<file path="src/rtl/jtbubl_sndcomm.sv">
`default_nettype none
// +--------------------------------------------------------------------------+
// | jtbubl_sndcomm : main/sound CPU mailbox with NMI and timed sound reset   |
// | Revision 1.0                                                             |
// +--------------------------------------------------------------------------+
module jtbubl_sndcomm #(
  parameter int RST_LEN = 16
) (
  input  logic       clk24,
  input  logic       rst_n,
  input  logic       cen,
  input  logic       main_cs,
  input  logic       main_wrn,
  input  logic [1:0] main_addr,
  input  logic [7:0] main_din,
  output logic [7:0] main_dout,
  input  logic       snd_cs,
  input  logic       snd_wrn,
  input  logic       snd_addr,
  input  logic [7:0] snd_din,
  output logic [7:0] snd_dout,
  output logic       snd_nmi_n,
  output logic       snd_rst
);

  localparam int CW = $clog2(RST_LEN + 1);

  logic [7:0]    cmd, reply;
  logic          cmd_pend, reply_pend, ovr, nmi_en, rst_req;
  logic [CW-1:0] cnt;

  logic       main_wr_l, main_rd_l, main_arm;
  logic [1:0] main_rd_addr;
  logic       snd_wr_l, snd_rd_l, snd_arm;
  logic       snd_rd_addr;

  logic main_wr, main_rd, snd_wr, snd_rd;
  logic main_wr_ev, main_rd_ev, snd_wr_ev, snd_rd_ev;
  logic cmd_set, cmd_clr, reply_set, reply_clr, ovr_set, ovr_clr;

  always_comb begin
    main_wr    = main_cs & ~main_wrn;
    main_rd    = main_cs &  main_wrn;
    snd_wr     = snd_cs  & ~snd_wrn;
    snd_rd     = snd_cs  &  snd_wrn;
    // arm stays low until a bus is seen idle, so an access straddling rst_n is ignored
    main_wr_ev = main_wr & ~main_wr_l & main_arm;
    main_rd_ev = ~main_rd & main_rd_l & main_arm;
    snd_wr_ev  = snd_wr & ~snd_wr_l & snd_arm & ~snd_rst;
    snd_rd_ev  = ~snd_rd & snd_rd_l & snd_arm & ~snd_rst;
    cmd_set    = main_wr_ev & (main_addr == 2'd0);
    cmd_clr    = snd_rd_ev & (snd_rd_addr == 1'b0);
    reply_set  = snd_wr_ev & (snd_addr == 1'b0);
    reply_clr  = main_rd_ev & (main_rd_addr == 2'd0);
    ovr_set    = cmd_set & cmd_pend;
    ovr_clr    = main_rd_ev & (main_rd_addr == 2'd1);
  end

  always_ff @(posedge clk24 or negedge rst_n) begin
    if (!rst_n) begin
      main_wr_l    <= 1'b0;
      main_rd_l    <= 1'b0;
      main_arm     <= 1'b0;
      main_rd_addr <= 2'd0;
      snd_wr_l     <= 1'b0;
      snd_rd_l     <= 1'b0;
      snd_arm      <= 1'b0;
      snd_rd_addr  <= 1'b0;
    end else begin
      main_wr_l <= main_wr;
      main_rd_l <= main_rd;
      main_arm  <= main_arm | ~main_cs;
      snd_wr_l  <= snd_wr;
      snd_rd_l  <= snd_rd;
      snd_arm   <= snd_arm | ~snd_cs;
      if (main_rd) main_rd_addr <= main_addr;
      if (snd_rd)  snd_rd_addr  <= snd_addr;
    end
  end

  // Set beats clear on every flag when both land in the same cycle
  always_ff @(posedge clk24 or negedge rst_n) begin
    if (!rst_n) begin
      cmd        <= 8'd0;
      reply      <= 8'd0;
      cmd_pend   <= 1'b0;
      reply_pend <= 1'b0;
      ovr        <= 1'b0;
      nmi_en     <= 1'b0;
      rst_req    <= 1'b1;
    end else begin
      if (cmd_set) cmd <= main_din;
      if (reply_set) reply <= snd_din;
      if (main_wr_ev && main_addr == 2'd3) rst_req <= main_din[0];
      cmd_pend   <= cmd_set   | (cmd_pend   & ~cmd_clr);
      reply_pend <= reply_set | (reply_pend & ~reply_clr);
      ovr        <= ovr_set   | (ovr        & ~ovr_clr);
      if (snd_rst) begin
        nmi_en <= 1'b0;
      end else if (snd_wr_ev && snd_addr == 1'b1) begin
        if (snd_din[0])      nmi_en <= 1'b0;
        else if (snd_din[1]) nmi_en <= 1'b1;
      end
    end
  end

  // Counter is held loaded while the request is active, so each release restarts it
  always_ff @(posedge clk24 or negedge rst_n) begin
    if (!rst_n) begin
      snd_rst   <= 1'b1;
      cnt       <= CW'(RST_LEN);
      snd_nmi_n <= 1'b1;
    end else begin
      if (rst_req) begin
        snd_rst <= 1'b1;
        cnt     <= CW'(RST_LEN);
      end else if (snd_rst) begin
        if (cnt == '0) snd_rst <= 1'b0;
        else if (cen)  cnt     <= cnt - 1'b1;
      end
      snd_nmi_n <= ~(cmd_pend & nmi_en & ~snd_rst);
    end
  end

  always_comb begin
    main_dout = 8'hFF;
    if (main_cs) begin
      case (main_addr)
        2'd0:    main_dout = reply;
        2'd1:    main_dout = {5'b0, ovr, reply_pend, cmd_pend};
        default: main_dout = 8'hFF;
      endcase
    end
    snd_dout = 8'hFF;
    if (snd_cs) snd_dout = snd_addr ? {6'b0, reply_pend, cmd_pend} : cmd;
  end

endmodule
`default_nettype wire

</file>
<file path="config.mk">
export PLATFORM = sky130hd
export DESIGN_NAME = jtbubl_sndcomm
export DESIGN_NICKNAME = d
export VERILOG_FILES = /design/src/rtl/jtbubl_sndcomm.sv
export SDC_FILE = /design/constraint.sdc
export NUM_CORES = 1
export LEC_CHECK = 0
export ABC_AREA = 1
export ABC_CLOCK_PERIOD_IN_PS = 1500
export CAP_MARGIN = 5
export CORE_MARGIN = 2
export CORE_UTILIZATION = 47
export CTS_BUF_LIST = sky130_fd_sc_hd__clkbuf_8
export CTS_CLUSTER_SIZE = 16
export DETAILED_ROUTE_END_ITERATION = 10
export GPL_TIMING_DRIVEN = 1
export MAX_ROUTING_LAYER = met4
export PLACE_DENSITY = 0.77
export SLEW_MARGIN = 5
export SYNTH_ARGS = -nofsm -noshare
export SYNTH_HDL_FRONTEND = slang
export SYNTH_SLANG_ARGS = --single-unit
</file>
<file path="constraint.sdc">
create_clock -name clk24 -period 1.5 [get_ports clk24]
set_input_delay 0.45 -clock clk24 [delete_from_list [all_inputs] [get_ports clk24]]
set_output_delay 0.45 -clock clk24 [all_outputs]
set_load 0.05 [all_outputs]
</file>
==> results.toml, run 1 <==
[status]
status = "complete, but fails checks"
failed_checks = "setup timing"

[critical_path]
cp_slowest_stage_delay_ns = 0.40
register_to_register_setup_slack_ns = 0.16
worstPathMaxFanout = 2
worstPathCellList = "buf_6 -> o22ai_4 -> nand2_4 -> buf_8"
top_family_by_delay_on_critical_path = "flip-flops"
crit-reg2reg-launch = "rst_req"
worst_setup_path_startpoint = "cmd_pend"
worstPathRequired_ns = 1.05
critPathKind = "flop to output port"
worstSetupStartpointType = "flop"
cp_data_arrival_time_ns = 1.19
crit_path_top_delay_cell = "sky130_fd_sc_hd__dfrtp_1"
worst_setup_path_end_kind = "output port"
cp_num_buf_inv = 2

[timing]
fin_skew_ns = 0.005097
hold_ws_ns = 0.4150
maxSlewViolCount = 0
final.setup.tns_ns = -0.3993
layout_setup_ws_ns = -0.1366
timing.final.crit_period_ns = 1.637
timing.final.setup_violations = 5
max_freq_mhz = 611.0
rsz0062_at_grt = "true"
worst_slew_pin_slew_ns = 0.2693
slew_headroom_pct = 81.90
layout_worst_path_cycle_share_pct = 109.1
finalHoldViolCount = 0

[logic_synthesis]
ffs_w_async_s_r_synth_pct = 100.0
synth.yosys.warnings = 0
ys_seq_elements = 37
yosys.area.top_type = "sky130_fd_sc_hd__dfrtp_1"
synth.top_cells.by_area = "sky130_fd_sc_hd__dfrtp_1, sky130_fd_sc_hd__nand2_1, sky130_fd_sc_hd__dfstp_2, sky130_fd_sc_hd__inv_1, sky130_fd_sc_hd__nand3_1"
synth_seq_area_share_pct = 53.49
syn-cell-area_sq_mm = 0.001740
synthDistinctLibCells = 25
postSynthNetCount = 238
synth-edff-count = 0
synth_area_per_cell_sq_um = 8.248
post-synth-top-area-fraction_pct = 47.45
post_synth_inst_count = 211
synth_flop_cell = "sky130_fd_sc_hd__dfrtp_1"

[global_routing]
first_global_vias = 1758
grt_max_degree = 38
total_routing_resource_utilization_after_global_routing_pct = 25.91
grt_antenna_before_repair = 0
grt_remaining_overflow = 0
grt_first_pass_wirelength_mm = 7.997

[routing]
vias_per_cell = 5.009
dr.pass1.iters = 4
post_drt_wl_per_cell_microns = 13.99
detailroute.via_count = 1693
drcViolationCount = 0
wirelength_mm = 4.728
postRouteAntennaNets = 0
initialDrtViolationCount = 112

[die]
core_region_area_sq_mm = 0.003606
floorplan.io_pins = 44
dieWidth_microns = 64.85
initial_utilization_pct = 48.27
y_dimension_of_the_die_microns = 64.85
die_area_sq_mm = 0.004206
rows = 22

[finish]
stdcell_count = 338
final_nets = 316
proportion_of_layout_cells_with_a_drive_suffix_above_1_pct = 37.59
fin_util_pct = 79.35
layout-area-overhead-vs-synth_pct = 64.41
antenna_cells_inserted = 0

[power_and_ir_drop]
powerDensity_mw_per_mm2 = 1308
vdd_drop_max_uv = 773.3
power_leakage_uw = 0.001414

[clocking]
h_tree_level_count = 2
path_clk_slew_ns = 0.07
tritoncts = "yes"
cts_buffer_depth = 2
cts-buffers-inserted = 5
clock_sinks = 37
cts-hold-fix-buffers = 0
cts-root-buf = "sky130_fd_sc_hd__clkbuf_8"
clock_latency_ns = 0.28

[hold_path]
hp-start = "main_addr[1]"
hold_path_class = "primary input to flop"

[job]
maxCapViolCount = 0

[placed_design]
gp_congestion = 0.7912
hpwl_mm = 3.015
io_buffer_count = 43
pre_cts_ws_ns = -0.6540
placedCellCount = 323
## per-stage QoR
step                power (uW)  area (sq um)
finish                    3743          2861
floorplan                 2305          1862
detailed placement        2845          2579
CTS                       3637          2769
global placement          2800          2579
global route              3988          2861
## worst register-to-register path: cells and delay by family, from the launching register on
family          cells  cell delay (ns)
simple gates        3             0.45
buf+inv             1             0.11
compound gates      1             0.09
flops               1             0.56
## synthesized netlist by cell type, drive strengths merged (2+ instances only)
cell type,count
buf,3
clkbuf,2
dfrtp,33
dfstp,4
inv,26
nand2,81
nand3,17
nand4,2
nor2,11
o21ai,16
o22ai,3
o31ai,3
or2,4
## sequential cells by signal, summed over array words and instances (netlist names)
register      cells
cnt               5
snd_wr_l          1
reply_pend        1
snd_rd_l          1
snd_rst           1
snd_nmi_n         1
main_wr_l         1
nmi_en            1
cmd               8
cmd_pend          1
main_arm          1
reply             8
main_rd_addr      2
ovr               1
rst_req           1
main_rd_l         1
snd_rd_addr       1
snd_arm           1
## power breakdown
| group | internal (uW) | switching, uW | total, uW |
|---|---|---|---|
| Clock | 315 | 339 | 654 |
| Combinational | 714 | 863 | 1580 |
| Sequential | 1300 | 212 | 1510 |
| Total | 2330 | 1410 | 3740 |
## final timing paths
| check | cells after the start | to |
|---|---|---|
| max | 4 | main_dout[0] |
| min | 3 | rst_req |
| max reg2reg | 5 | cnt[0] |
| min reg2reg | 1 | snd_nmi_n |
| max in group asynchronous | 2 | rst_req |
| min in group asynchronous | 2 | reply[0] |
## cell families (layout without fill, tap and decap cells)
logic type               count (synthesis)  after routing  share of synthesized area (%)
AO/OA/AOI/OAI                           24             24                          7.692
buffers and inverters                   31            110                          7.620
adder cells (fa/ha/maj)                  1              1                         0.7188
flip-flops                              37             37                          53.49
AND/OR/NAND/NOR                        118            118                          30.48
## repair_timing
action,in CTS,in global routing
endpoints found under the setup margin,29,17
gates cloned,0,0
buffers inserted,3,4
pin swaps,11,9
resized for setup,52,17
## cell type report
cell class / count / area (sq um)
Inverter: 26 / 110.1
Tap cell: 48 / 60.06
Fill cell: 217 / 744.5
Clock buffer: 5 / 68.82
Clock inverter: 3 / 13.76
Timing Repair Buffer: 76 / 845.8
Multi-Input combinational cell: 143 / 830.8
Sequential cell: 37 / 932.1
## cell usage in the layout, fill, tap and decap left out, types with 4 or more instances in the layout
cell,n
sky130_fd_sc_hd__buf_12,12
sky130_fd_sc_hd__buf_4,26
sky130_fd_sc_hd__buf_6,14
sky130_fd_sc_hd__clkbuf_8,5
sky130_fd_sc_hd__clkdlybuf4s50_1,19
sky130_fd_sc_hd__dfrtp_1,32
sky130_fd_sc_hd__dfstp_2,4
sky130_fd_sc_hd__inv_1,22
sky130_fd_sc_hd__nand2_1,65
sky130_fd_sc_hd__nand2_2,12
sky130_fd_sc_hd__nand3_1,15
sky130_fd_sc_hd__nor2_1,6
sky130_fd_sc_hd__nor2_4,4
sky130_fd_sc_hd__o21ai_0,10
sky130_fd_sc_hd__or2_2,4
## layer usage
metal  vias to the layer above  part of all wire [%]  track usage [%]
li1                        819                     -                -
met2                        51                    53            44.20
met4                         0                   2.8            9.840
met1                       809                    41            29.72
met3                        14                   4.0            5.903
met5                         -                     0                -
(Power assumes the default switching activity.)
==> run 2: changes to the inputs <==
--- a/config.mk
+++ b/config.mk
@@ -15,7 +15,7 @@
 export DETAILED_ROUTE_END_ITERATION = 10
 export GPL_TIMING_DRIVEN = 1
 export MAX_ROUTING_LAYER = met4
-export PLACE_DENSITY = 0.77
+export PLACE_DENSITY_LB_ADDON = 0.1
 export SLEW_MARGIN = 5
 export SYNTH_ARGS = -nofsm -noshare
 export SYNTH_HDL_FRONTEND = slang
==> results.toml, run 2 (same netlist as run 1, synthesis figures left out) <==
[status]
status = "complete, but fails checks"
failed_checks = "setup timing"

[finish]
proportion_of_layout_cells_with_a_drive_suffix_above_1_pct = 38.91
antenna_cells_inserted = 0
seq_area_sq_um = 932.1
final_nets = 319
fin_util_pct = 81.37
most-common-layout-cells = "sky130_fd_sc_hd__nand2_1, sky130_fd_sc_hd__dfrtp_1, sky130_fd_sc_hd__buf_4"
layout.cells.most_common = "sky130_fd_sc_hd__nand2_1"
multi_input_comb_area_sq_um = 844.6
final.fill_count = 221
top_regs = "cmd x8, reply x8, cnt x5"
layout-area-overhead-vs-synth_pct = 68.58
final_design_area_no_fill_sq_mm = 0.002934

[routing]
postRouteAntennaNets = 0
detail_route_met2_wl_mm = 2.341
vias_per_cell = 4.824
dr.pass1.iters = 4
highest_layer_used_for_signal_routing = "met4"
post_drt_wl_per_cell_microns = 12.98
wirelength_mm = 4.426
detailroute.via_count = 1645
initialDrtViolationCount = 71
drt-met1-wl_mm = 1.819
drcViolationCount = 0
met3_wire_length_microns = 171

[job]
maxCapViolCount = 0

[die]
initial_utilization_pct = 48.27
die_area_sq_mm = 0.004206
dieWidth_microns = 64.85
rows = 22
core_region_area_sq_mm = 0.003606
floorplan.io_pins = 44
y_dimension_of_the_die_microns = 64.85

[critical_path]
worst_setup_path_end_kind = "output port"
register_to_register_setup_slack_ns = 0.17
worstPathRequired_ns = 1.05
worstPathCellList = "inv_1 -> o211ai_1 -> clkbuf_16"
worstSetupStartpointType = "flop"
critPathKind = "flop to output port"
top_family_by_delay_on_critical_path = "flip-flops"
worstPathMaxFanout = 2
cp_data_arrival_time_ns = 1.26
cp_slowest_stage_delay_ns = 0.39
cp_num_buf_inv = 2
crit_path_top_delay_cell = "sky130_fd_sc_hd__dfrtp_1"

[power_and_ir_drop]
power.share.clock_pct = 19.8
total_power_uw = 3848
power.sequential.fraction_pct = 39.4
p_sw_share_pct = 36.56
power_leakage_uw = 0.001458
total_switching_power_uw = 1407
cell_internal_pwr_uw = 2441
powerDensity_mw_per_mm2 = 1311
pwr-share-comb_pct = 40.8
vdd_drop_max_uv = 809.0

[clocking]
h_tree_level_count = 2
path_clk_slew_ns = 0.07
clock_latency_ns = 0.29
cts_buffer_depth = 2
cts-root-buf = "sky130_fd_sc_hd__clkbuf_8"
cts-buffers-inserted = 5
tritoncts = "yes"
clock_sinks = 37

[global_routing]
grt_first_pass_wirelength_mm = 7.548
total_routing_resource_utilization_after_global_routing_pct = 24.04
grt_remaining_overflow = 0
grt_antenna_before_repair = 0
grt_max_degree = 38
first_global_vias = 1671

[timing]
worst_slew_pin_slew_ns = 0.3044
layout_worst_path_cycle_share_pct = 113.8
layout_setup_ws_ns = -0.2075
finalHoldViolCount = 0
hold_ws_ns = 0.1118
rsz0062_at_grt = "true"
timing.final.setup_violations = 10
max_freq_mhz = 585.6
slew_headroom_pct = 79.53
maxSlewViolCount = 0
timing.final.crit_period_ns = 1.708
fin_skew_ns = 0.003963

[placed_design]
place_area_sq_mm = 0.002569
hpwl_mm = 2.848
io_buffer_count = 43
gp_congestion = 0.8460

[hold_path]
hold_path_class = "primary input to async pin"
==> run 2: cell types whose count changed in the layout (fill, tap and decap cells not counted), sizes merged <==
cell	before	now
buf	56	59
inv	27	26
clkbuf	5	8
dlymetal6s2s	1	0
clkinv	2	1
==> run 2: through the flow <==
stage               worst slack, ns  TNS [ns]  std cells
floorplan                   -0.3405    -1.096        211
global placement            -0.5870    -14.56        319
detailed placement          -0.6199    -15.45        319
CTS                         -0.1694   -0.4302        338
global route                -0.2231   -0.9167        341
finish                      -0.2075   -0.5979        341
==> run 2: worst paths after layout <==
path | endpoint | depth (start not counted) | startpoint
max | snd_dout[0] | 3 | cmd_pend
min in group clk24 | snd_arm | 2 | snd_arm
min | cnt[3] | 2 | rst_n
max in group asynchronous | rst_req | 2 | rst_n
min reg2reg | snd_arm | 2 | snd_arm
max reg2reg | cnt[0] | 4 | rst_req
==> run 2: power groups by stage <==
stage | registers [uW] | logic, uW | clock network, uW
after floorplan | 1480 | 824 | 0
after global placement | 1490 | 1300 | 0
after detailed placement | 1500 | 1330 | 0
after CTS | 1490 | 1530 | 764
after global routing | 1550 | 1710 | 823
final | 1520 | 1570 | 762
==> run 2: final cells by class <==
class | count | area share (%)
multi-input combinational | 143 | 28.78
inverter | 26 | 3.838
clock inverter | 1 | 0.1706
tap | 48 | 2.047
clock buffer | 7 | 3.284
timing repair buffer | 79 | 30.11
sequential | 37 | 31.77
==> run 2: worst register-to-register path, cell delays in order, from the launching register on <==
cell and delay [ns]:
sky130_fd_sc_hd__dfstp_2 0.55, sky130_fd_sc_hd__inv_1 0.11, sky130_fd_sc_hd__nand4_1 0.14, sky130_fd_sc_hd__nand3_1 0.20, sky130_fd_sc_hd__o21ai_0 0.24
==> run 2: layer usage <==
layer	vias up	GRT usage, %
met2	39	39.30
met3	8	4.688
met5	-	-
met1	768	29.89
met4	0	8.511
li1	830	-
==> run 2: what timing repair did <==
item,in CTS,in global routing
setup buffers,11,3
setup endpoints to repair,28,14
pin swaps,10,11
hold endpoints to repair,0,0
hold buffers,0,0
gates cloned,0,0
gates resized for setup,56,16
==> run 3: changes to the inputs <==
--- a/config.mk
+++ b/config.mk
@@ -8,7 +8,6 @@
 export ABC_AREA = 1
 export ABC_CLOCK_PERIOD_IN_PS = 1500
 export CAP_MARGIN = 5
-export CORE_MARGIN = 2
 export CORE_UTILIZATION = 47
 export CTS_BUF_LIST = sky130_fd_sc_hd__clkbuf_8
 export CTS_CLUSTER_SIZE = 16
==> results.toml, run 3 (same netlist as run 1, synthesis figures left out) <==
[status]
status = "complete, but fails checks"
failed_checks = "setup timing"

[global_routing]
gr-usage-met1_pct = 29.33
grt_remaining_overflow = 0
grt_first_pass_wirelength_mm = 7.583
grt_max_degree = 38
first_global_vias = 1729
use_met2_pct = 43.61
globalRoute.busiestLayer = "met2"
use_met3_pct = 5.474
total_routing_resource_utilization_after_global_routing_pct = 25.39
grt_antenna_before_repair = 0

[timing]
timing.final.crit_period_ns = 1.666
worst_slew_pin_slew_ns = 0.3229
final.setup.tns_ns = -0.5685
layout_setup_ws_ns = -0.1657
finalHoldViolCount = 0
timing.final.setup_violations = 9
layout_worst_path_cycle_share_pct = 111.0
rsz0062_at_grt = "true"
max_freq_mhz = 600.3
fin_skew_ns = 0.008978
maxSlewViolCount = 0
slew_headroom_pct = 78.29

[critical_path]
crit-reg2reg-launch = "rst_req"
worstPathMaxFanout = 2
reg2reg_depth = 4
cp_data_arrival_time_ns = 1.22
worst_setup_path_end_kind = "output port"
register_to_register_setup_slack_ns = 0.16
cp_slowest_stage_delay_ns = 0.40
critPathKind = "flop to output port"
worstPathCellList = "buf_4 -> o22ai_4 -> nand2_4 -> buf_8"
worstSetupStartpointType = "flop"
critical_path.reg2reg.endpoint = "cnt[1]"
worstPathRequired_ns = 1.05
crit_path_top_delay_cell = "sky130_fd_sc_hd__dfrtp_1"

[routing]
postRouteAntennaNets = 0
dr.pass1.iters = 4
initialDrtViolationCount = 96
drcViolationCount = 0
detailroute.via_count = 1645
post_drt_wl_per_cell_microns = 13.50
wirelength_mm = 4.470
vias_per_cell = 4.970

[power_and_ir_drop]
power_leakage_uw = 0.001380
powerDensity_mw_per_mm2 = 1316
vdd_drop_max_uv = 842.4

[clocking]
path_clk_slew_ns = 0.08
cts_buffer_depth = 2
clock_latency_ns = 0.29
cts-root-buf = "sky130_fd_sc_hd__clkbuf_8"
cts-buffers-inserted = 5
h_tree_level_count = 2
tritoncts = "yes"
clock_sinks = 37

[hold_path]
hp-start = "snd_arm"
hold_path_class = "flop to flop"
holdPathStages = 2
hold_end = "snd_arm"

[placed_design]
placedCellCount = 318
gp_congestion = 0.7626
io_buffer_count = 43
pre_cts_ws_ns = -0.6456
hpwl_mm = 2.891

[die]
initial_utilization_pct = 50.56
core_region_area_sq_mm = 0.003442
dieWidth_microns = 62.85
floorplan.io_pins = 44
y_dimension_of_the_die_microns = 62.85
die_area_sq_mm = 0.003950
rows = 21

[finish]
most-common-layout-cells = "sky130_fd_sc_hd__nand2_1, sky130_fd_sc_hd__dfrtp_1, sky130_fd_sc_hd__buf_4"
top_regs = "cmd x8, reply x8, cnt x5"
layout-area-overhead-vs-synth_pct = 62.98
final.fill_count = 199
final_nets = 311
proportion_of_layout_cells_with_a_drive_suffix_above_1_pct = 35.09
stdcell_count = 331
layout.cells.most_common = "sky130_fd_sc_hd__nand2_1"
antenna_cells_inserted = 0

[job]
maxCapViolCount = 0
==> run 3: cell count changes in the layout (fill, tap and decap cells not counted), sizes merged <==
cell and delta:
inv +1, clkbuf -1, clkinv -1, clkdlybuf4s50 +1, clkinvlp +1, buf -9
==> run 3: layout make-up <==
type	count	area, sq um	area share, %
Inverter	26	115.1	4.058
Multi-Input combinational cell	143	820.8	28.94
Clock inverter	2	11.26	0.3970
Tap cell	46	57.56	2.029
Clock buffer	6	82.58	2.911
Sequential cell	37	932.1	32.86
Timing Repair Buffer	71	817.0	28.80
==> run 3: per-stage QoR <==
stage	hold WS, ns	area, sq um	total power (uW)	utilization (%)
after floorplan	0.1544	1862	2305	-
after global routing	0.4582	2836	3953	82.41
after detailed placement	0.4202	2566	2836	74.55
final	0.4557	2836	3732	82.41
after global placement	0.4203	2566	2793	74.55
after CTS	0.4345	2800	3710	81.35
==> run 3: repair_timing <==
| item | in CTS | in global routing |
|---|---|---|
| gates resized for setup | 55 | 12 |
| cloned | 0 | 0 |
| setup buffers | 4 | 1 |
| setup endpoints to repair | 32 | 15 |
| pin swaps | 9 | 3 |
| hold buffers | 0 | 0 |
==> run 3: worst max-delay path, delay by kind of cell, from the launching register on <==
family / cells / cell delay, ns
compound gates: 1 / 0.16
buf+inv: 2 / 0.29
flops: 1 / 0.40
simple gates: 1 / 0.07
==> run 3: where the power goes <==
group	total, uW	switching, uW	internal, uW
Sequential	1520	226	1300
Combinational	1490	820	669
Clock	720	353	367
==> run 3: worst max path at each step <==
| stage | from | endpoint | slack (ns) | cells past startpoint |
|---|---|---|---|---|
| final | cmd_pend | main_dout[0] | -0.17 | 4 |
| after global routing | cmd_pend | snd_dout[0] | -0.25 | 3 |
| after CTS | cmd_pend | snd_dout[0] | -0.18 | 3 |
| after detailed placement | main_addr[1] | main_dout[7] | -0.65 | 4 |
| after global placement | main_addr[0] | main_dout[1] | -0.61 | 5 |
| after floorplan | snd_addr | snd_dout[0] | -0.34 | 3 |
==> run 3: metal layers <==
metal	wire length [microns]	share of wire (%)
met3	150	3.4
met4	79	1.8
met1	1961	44
met2	2278	51
met5	0	0
==> RTL change (flow settings as in run 3) <==
The output `snd_nmi_n` loses its register stage (`snd_nmi_n` becomes a continuous assignment).
--- a/src/rtl/jtbubl_sndcomm.sv
+++ b/src/rtl/jtbubl_sndcomm.sv
@@ -109,7 +109,6 @@
     if (!rst_n) begin
       snd_rst   <= 1'b1;
       cnt       <= CW'(RST_LEN);
-      snd_nmi_n <= 1'b1;
     end else begin
       if (rst_req) begin
         snd_rst <= 1'b1;
@@ -118,9 +117,10 @@
         if (cnt == '0) snd_rst <= 1'b0;
         else if (cen)  cnt     <= cnt - 1'b1;
       end
-      snd_nmi_n <= ~(cmd_pend & nmi_en & ~snd_rst);
     end
   end
+
+  assign snd_nmi_n = ~(cmd_pend & nmi_en & ~snd_rst);
 
   always_comb begin
     main_dout = 8'hFF;
Behaviour: same outputs for any inputs over 10 cycles, from zero or initial values and one cycle with rst_n low; that may be too few to reach the edited logic, so the function may still have changed.
==> RTL change against run 3 <==
The run still ends with negative setup slack left. Sequential share of layout area is 1.6 points lower. Wire length is 10% higher. Cell area increased by 1.9%. Worst setup slack worse by 0.12 ns. Sequential cell count fell by 1. Area after synthesis is 1.5% lower. Total power grew 3.2%.
==> RTL change: results <==
{
  "status": "complete, but fails checks",
  "place_inst": 319,
  "n_antenna_cell": 0,
  "grt_pass1_wl_um": 7940,
  "hold_start": "snd_arm",
  "drive_above_1_share": 0.370,
  "fill_cells": 186,
  "grt_max_degree": 37,
  "cts_buffer_depth": 2,
  "layout_setup_ws_ns": -0.287,
  "cts_root_buf": "clkbuf_8",
  "tightest_slew_ns": 0.383,
  "setup-violations-final": 16,
  "max-cap-violations": 0,
  "synth.area.top_cells": "dfrtp_1, nand2_1, inv_1, nand3_1, dfstp_2",
  "drt_iter0_drc": 62,
  "synthMuxAreaShare": 0,
  "htreeDepth": 2,
  "syn_nets": 237,
  "dpl.hpwl_um": 2890,
  "async_flop_share": 1.00,
  "first_pass_iters": 4,
  "postSynthAreaPerCell_um2": 8.16,
  "avgViaCountPerCell": 5.10,
  "slowest_delay_ns": 0.38,
  "violations": "negative setup slack",
  "p_switching_uw": 1490,
  "grt_usage": 0.276,
  "leakage_uw": 0.00142,
  "vdd_drop_max_uv": 789,
  "clk_pin_slew_ns": 0.07,
  "synth_compound_area_frac": 0.0781,
  "arrival_ns": 1.34,
  "synth-seq-area-share": 0.528,
  "pre_cts_ws_ns": -0.643,
  "synthAdderAreaFrac": 0.00730,
  "synth_cell_types": 25,
  "cts_buffers": 5,
  "antenna_found_initial": 0,
  "synthTopCellsByCount": "nand2_1, dfrtp_1, inv_1, nand3_1, o21ai_0",
  "wl_per_cell_um": 14.6,
  "grt_pass1_vias": 1694,
  "synth_xor_area_frac": 0,
  "critical-path-slowest-cell": "dfrtp_1",
  "final_cells": 338,
  "reg_top3": "cmd: 8 flops, reply: 8 flops, cnt: 5 flops",
  "worstReg2RegStart": "snd_rst",
  "fin_setup_tns_ns": -1.19,
  "io_buffers": 43,
  "critPathTopFamily": "flip-flops",
  "skew_ns": 0.00977,
  "finalWeightedCongestion": 0.853
}
-- RTL change: repair_timing --
item                                    4_1_cts  5_1_grt
hold buffers                                  0        0
gates cloned                                  0        0
setup buffers                                 6        6
pin swaps                                    10        9
endpoints found under the setup margin       29       25
resized for setup                            53       18
-- RTL change: layer usage --
metal	routed length, µm	GRT usage	vias to the layer above
met5	0	-	-
met4	175	0.108	0
met3	283	0.0639	22
met2	2410	0.446	74
met1	2050	0.337	809
li1	-	-	820
-- RTL change: tightest hold or removal path, stage by stage (launching register included) --
cell and delay [ns]:
dfrtp_1 0.32, inv_1 0.05, nand2_1 0.05
-- RTL change: stage by stage --
step	cell area, µm²	total power, µW
after CTS	2800	3670
after global placement	2560	2780
after global routing	2890	4080
final	2890	3850
after detailed placement	2560	2810
after floorplan	1840	2280
-- RTL change: worst paths after layout --
path | to | slack [ns] | cells after the start
max | snd_dout[0] | -0.29 | 3
min | snd_arm | 0.45 | 2
max reg2reg | cnt[0] | 0.12 | 7
min reg2reg | snd_arm | 0.45 | 2
max in group asynchronous | cnt[4] | 0.70 | 2
min in group asynchronous | reply[6] | 0.52 | 2
-- RTL change: area by class of cell --
type	instances	share of cell area
sequential	36	0.313
clock inverter	3	0.00433
timing repair buffer	79	0.307
multi-input combinational	143	0.294
inverter	26	0.0381
clock buffer	5	0.0238
tap	46	0.0199
-- RTL change: cell families (layout without fill, tap and decap cells) --
logic type,Yosys count,after routing
DFF,36,36
adders and majority gates,1,1
buffers and inverters,31,113
and+or+nand+nor,118,118
AOI/OAI and AO/OA,24,24
-- RTL change: power by group through the flow --
stage	sequential (µW)	clock, µW	combinational [µW]
floorplan	1460	0	826
global placement	1460	0	1310
detailed placement	1460	0	1340
CTS	1450	656	1560
global route	1520	706	1860
finish	1490	660	1700
